==> config.mk <==
export PLATFORM = sky130hd
export DESIGN_NAME = bcd_scan_display
export DESIGN_NICKNAME = d
export VERILOG_FILES = /design/src/rtl/bcd_scan_display.sv
export SDC_FILE = /design/constraint.sdc
export NUM_CORES = 1
export LEC_CHECK = 0
export CORE_UTILIZATION = 49
export CTS_CLUSTER_DIAMETER = 80
export DETAILED_ROUTE_END_ITERATION = 12
export GPL_TIMING_DRIVEN = 0
export PLACE_DENSITY = 0.84
export SLEW_MARGIN = 20
export SYNTH_ARGS = -nofsm -noshare
export SYNTH_HDL_FRONTEND = slang
export SYNTH_SLANG_ARGS = --single-unit
==> constraint.sdc <==
create_clock -name clk -period 2.87 [get_ports clk]
set_input_delay 0.4305 -clock clk [delete_from_list [all_inputs] [get_ports clk]]
set_output_delay 0.4305 -clock clk [all_outputs]
set_load 0.1 [all_outputs]
==> src/rtl/bcd_scan_display.sv <==
// Time-multiplexed seven-segment driver for a chain of BCD digits.
// A snapshot of all digits is taken once per frame, then each digit is shown for
// PRESCALE cycles with optional leading-zero blanking. an/seg are combinational
// decodes of the registered scan state, so they carry no added latency.
module bcd_scan_display #(
    parameter int unsigned DIGITS   = 4,
    parameter int unsigned PRESCALE = 4,
    parameter int unsigned BLANK_LZ = 1
) (
    input  logic                  clk,
    input  logic                  rst_n,
    input  logic [4*DIGITS-1:0]   bcd_in,
    input  logic                  freeze,
    output logic [6:0]            seg,
    output logic [DIGITS-1:0]     an,
    output logic                  frame_done
);

    localparam int unsigned CntW = (PRESCALE > 1) ? $clog2(PRESCALE) : 1;
    localparam int unsigned IdxW = (DIGITS > 1) ? $clog2(DIGITS) : 1;
    localparam logic [CntW-1:0] CntMax = CntW'(PRESCALE - 1);
    localparam logic [IdxW-1:0] IdxMax = IdxW'(DIGITS - 1);

    logic [CntW-1:0]     cnt_q, cnt_d;
    logic [IdxW-1:0]     idx_q, idx_d;
    logic [4*DIGITS-1:0] shadow_q, shadow_d;
    logic                frame_done_q, frame_done_d;

    logic                dwell_end;
    logic                frame_end;
    logic [3:0]          nib;
    logic                sel_lz;
    logic                lz_run;
    logic                blank;

    function automatic logic [6:0] bcd_to_seg(input logic [3:0] d);
        logic [6:0] s;
        case (d)
            4'd0:    s = 7'h3F;
            4'd1:    s = 7'h06;
            4'd2:    s = 7'h5B;
            4'd3:    s = 7'h4F;
            4'd4:    s = 7'h66;
            4'd5:    s = 7'h6D;
            4'd6:    s = 7'h7D;
            4'd7:    s = 7'h07;
            4'd8:    s = 7'h7F;
            4'd9:    s = 7'h6F;
            default: s = 7'h40; // invalid code shows a dash
        endcase
        return s;
    endfunction

    // Next-state: dwell counter, scan index and frame-boundary snapshot.
    always_comb begin
        dwell_end = (cnt_q == CntMax);
        frame_end = dwell_end && (idx_q == IdxMax);
        cnt_d     = dwell_end ? '0 : cnt_q + CntW'(1);
        idx_d     = idx_q;
        if (dwell_end) begin
            idx_d = (idx_q == IdxMax) ? '0 : idx_q + IdxW'(1);
        end
        // freeze only matters on the boundary edge
        shadow_d     = (frame_end && !freeze) ? bcd_in : shadow_q;
        frame_done_d = frame_end;
    end

    // State registers with synchronous active-low reset.
    always_ff @(posedge clk) begin
        if (!rst_n) begin
            cnt_q        <= '0;
            idx_q        <= '0;
            shadow_q     <= '0;
            frame_done_q <= 1'b0;
        end else begin
            cnt_q        <= cnt_d;
            idx_q        <= idx_d;
            shadow_q     <= shadow_d;
            frame_done_q <= frame_done_d;
        end
    end

    // Digit select, nibble mux and leading-zero detection, scanning from the MSD down.
    always_comb begin
        an     = '0;
        nib    = 4'd0;
        sel_lz = 1'b0;
        lz_run = 1'b1;
        for (int i = int'(DIGITS) - 1; i >= 0; i--) begin
            // lz_run stays set while this digit and all above it are zero
            lz_run = lz_run & (shadow_q[4*i +: 4] == 4'd0);
            if (idx_q == IdxW'(i)) begin
                an[i]  = 1'b1;
                nib    = shadow_q[4*i +: 4];
                sel_lz = lz_run;
            end
        end
        blank = (BLANK_LZ != 0) && sel_lz && (idx_q != '0);
        seg   = blank ? 7'h00 : bcd_to_seg(nib);
    end

    assign frame_done = frame_done_q;

endmodule

==> flow_metrics.py <==
metrics = {
    "outcome": {
        "status": "finished clean",
    },
    "synth": {
        "synth_ff_type": "dfxtp_1",
        "synth_cells": 156,
        "synth-seq-cells": 21,
        "async_flop_share": 0,
        "synth_top_area_frac": 0.316,
        "yosysTopAreaCell": "dfxtp_1",
        "syn_area_per_cell_um2": 8.53,
        "ys_seq_area_frac": 0.316,
        "yosys_warnings": 0,
        "synth_nets": 185,
        "netlist_area_um2": 1330,
        "synthTopCellsByArea": "dfxtp_1, nand2_1, ha_1",
        "synth-edff-count": 0,
        "synth_cell_type_count": 33,
    },
    "finish": {
        "final_cell_area_um2": 2090,
        "multi_input_area_um2": 1020,
        "final_util": 0.830,
        "area_growth_pct": 57.3,
        "drive_gt1_frac": 0.337,
        "final_common_cell": "nand2_1",
        "final_cell_mix": "nand2_1, clkdlybuf4s50_1, dfxtp_1",
        "instances_no_fill": 232,
        "diodes": 0,
        "nFillCells": 144,
        "final_net_count": 232,
        "seqCellArea_um2": 428,
    },
    "placed_design": {
        "gp_congestion": 0.801,
        "placed_area_um2": 1870,
        "portBuffers": 30,
        "pre_cts_ws_ns": -0.731,
        "place_hpwl_um": 2350,
        "dp_cells": 216,
    },
    "floorplanning": {
        "die_h_um": 54.1,
        "core_area_um2": 2520,
        "die_area_um2": 2930,
        "start_util": 0.528,
        "io-pin-count": 31,
        "die_w_um": 54.1,
        "rows": 18,
    },
    "min_path": {
        "hp-class": "reg -> reg",
        "hold_start": "cnt_q[0]$_SDFF_PP0_",
        "hold_end": "cnt_q[0]$_SDFF_PP0_",
        "min_path_cells": 1,
    },
    "timing": {
        "setup_viol": 0,
        "period_share": 0.990,
        "hold_slack_ns": 0.473,
        "rsz0062_at_grt": "true",
        "tns_ns": 0,
        "maxSlewViolCount": 0,
        "hold_violations": 0,
        "slew_headroom": 0.353,
        "skew_ns": 0.00684,
        "timing.final.ws_setup_ns": 0.0288,
        "tightest_slew_ns": 0.967,
        "timing.fmax_mhz": 352,
        "min_period_ns": 2.84,
    },
    "setup_path": {
        "critPathMaxFanout": 7,
        "critPathCaptureType": "primary output",
        "r2r_end": "shadow_q[9]$_SDFFE_PN0P_",
        "cp.arrival_ns": 2.41,
        "crit_required_ns": 2.44,
        "path_class": "reg -> out",
        "r2r_start": "idx_q[1]$_SDFFE_PN0N_",
        "r2r_slack_ns": 1.04,
        "cp-start-kind": "flop",
        "rr_worst_depth": 9,
    },
    "cts": {
        "clkTransAtPathRegs_ns": 0.13,
        "clkSinkCount": 21,
        "hold_buffers": 0,
        "clk_latency_ns": 0.31,
        "cts_buffers": 3,
        "htreeDepth": 1,
        "cts_buffer_depth": 2,
        "cts_tree": "done",
        "ctsRootBufferMaster": "clkbuf_4",
    },
    "grt": {
        "antenna_found_initial": 0,
        "grt_pass1_vias": 1086,
        "grt_pass1_wl_um": 4950,
        "grt_use_total": 0.232,
        "overflow": 0,
        "grt_max_degree": 14,
    },
    "drt": {
        "postRouteWirelength_um": 3480,
        "viasPerCell": 5.53,
        "num_vias": 1283,
        "drc": 0,
        "drt_iter0_drc": 51,
        "post_drt_wl_per_cell_um": 15.0,
        "dr.pass1.iters": 4,
        "ant_nets": 0,
    },
    "power": {
        "vdd_ir_drop_max_mv": 0.379,
        "total_power_uw": 831,
        "p_leak_nw": 0.763,
        "power_density_nw_per_um2": 397,
    },
    "job": {
        "drv_cap": 0,
    },
}
## flip-flops by register name, indices dropped and copies added, names as in the netlist
name	count
shadow_q	16
cnt_q	2
idx_q	2
frame_done	1
## worst max-delay path by stage
| stage | startpoint | to | slack [ns] | cells after the start |
|---|---|---|---|---|
| after floorplan | idx_q[0]$_SDFFE_PN0N_ | seg[3] | -0.22 | 9 |
| after global placement | idx_q[0]$_SDFFE_PN0N_ | seg[3] | -0.66 | 11 |
| after detailed placement | idx_q[0]$_SDFFE_PN0N_ | seg[3] | -0.73 | 11 |
| after CTS | idx_q[1]$_SDFFE_PN0N_ | seg[3] | 0.003 | 11 |
| after global routing | idx_q[1]$_SDFFE_PN0N_ | seg[5] | -0.07 | 8 |
| final | idx_q[0]$_SDFFE_PN0N_ | seg[5] | 0.03 | 8 |
## Yosys cell counts (3+ instances only)
cell       n
nor2b_1    5
nand3b_1   5
buf_6      4
a21boi_0  10
a21boi_1   7
nor3b_1    4
a211oi_1   7
dfxtp_1   21
nand2_1   34
ha_1      10
mux2i_1    5
inv_1     11
a21oi_1    6
clkbuf_1   3
## cell type report
class / instances / share of cell area
Buffer: 8 / 0.0281
Clock buffer: 3 / 0.0108
Clock inverter: 1 / 0.00358
Inverter: 11 / 0.0233
Multi-Input combinational cell: 114 / 0.488
Sequential cell: 21 / 0.204
Tap cell: 30 / 0.0179
Timing Repair Buffer: 44 / 0.224
## cell families (layout without fill, tap and decap cells)
group / after synthesis / after routing / synth area share
simple gates: 58 / 58 / 0.237
compound gates: 41 / 41 / 0.229
flops: 21 / 21 / 0.316
buf+inv: 21 / 67 / 0.0865
fa+ha+maj: 10 / 10 / 0.0940
mux: 5 / 5 / 0.0376
## report_power, final
part | total [mW] | internal [mW] | switching (mW) | leakage [nW]
Combinational | 0.381 | 0.154 | 0.227 | 0.578
Clock | 0.152 | 0.0532 | 0.0984 | 0.0139
Sequential | 0.298 | 0.295 | 0.00318 | 0.171
## critical path, stage by stage, from the launching register on
cell      delay [ns]
dfxtp_4         0.38
buf_4           0.14
ha_4            0.18
nor3b_2         0.17
a221o_2         0.41
ha_1            0.25
mux2i_1         0.28
a211oi_4        0.11
buf_12          0.18
## metal layers
| layer | GRT usage | part of all wire | vias up |
|---|---|---|---|
| met2 | 0.419 | 0.50 | 53 |
| met4 | 0.0641 | 0.024 | 0 |
| met3 | 0.0480 | 0.047 | 12 |
| met1 | 0.271 | 0.43 | 592 |
| met5 | 0 | 0 | - |
| li1 | - | - | 626 |
## timing repair
| item | CTS | global route |
|---|---|---|
| cloned | 0 | 1 |
| endpoints found under the setup margin | 7 | 7 |
| pin swaps | 4 | 9 |
| setup buffers | 4 | 9 |
| resized for setup | 62 | 7 |
Note: power is estimated with default switching activity, not from simulation.
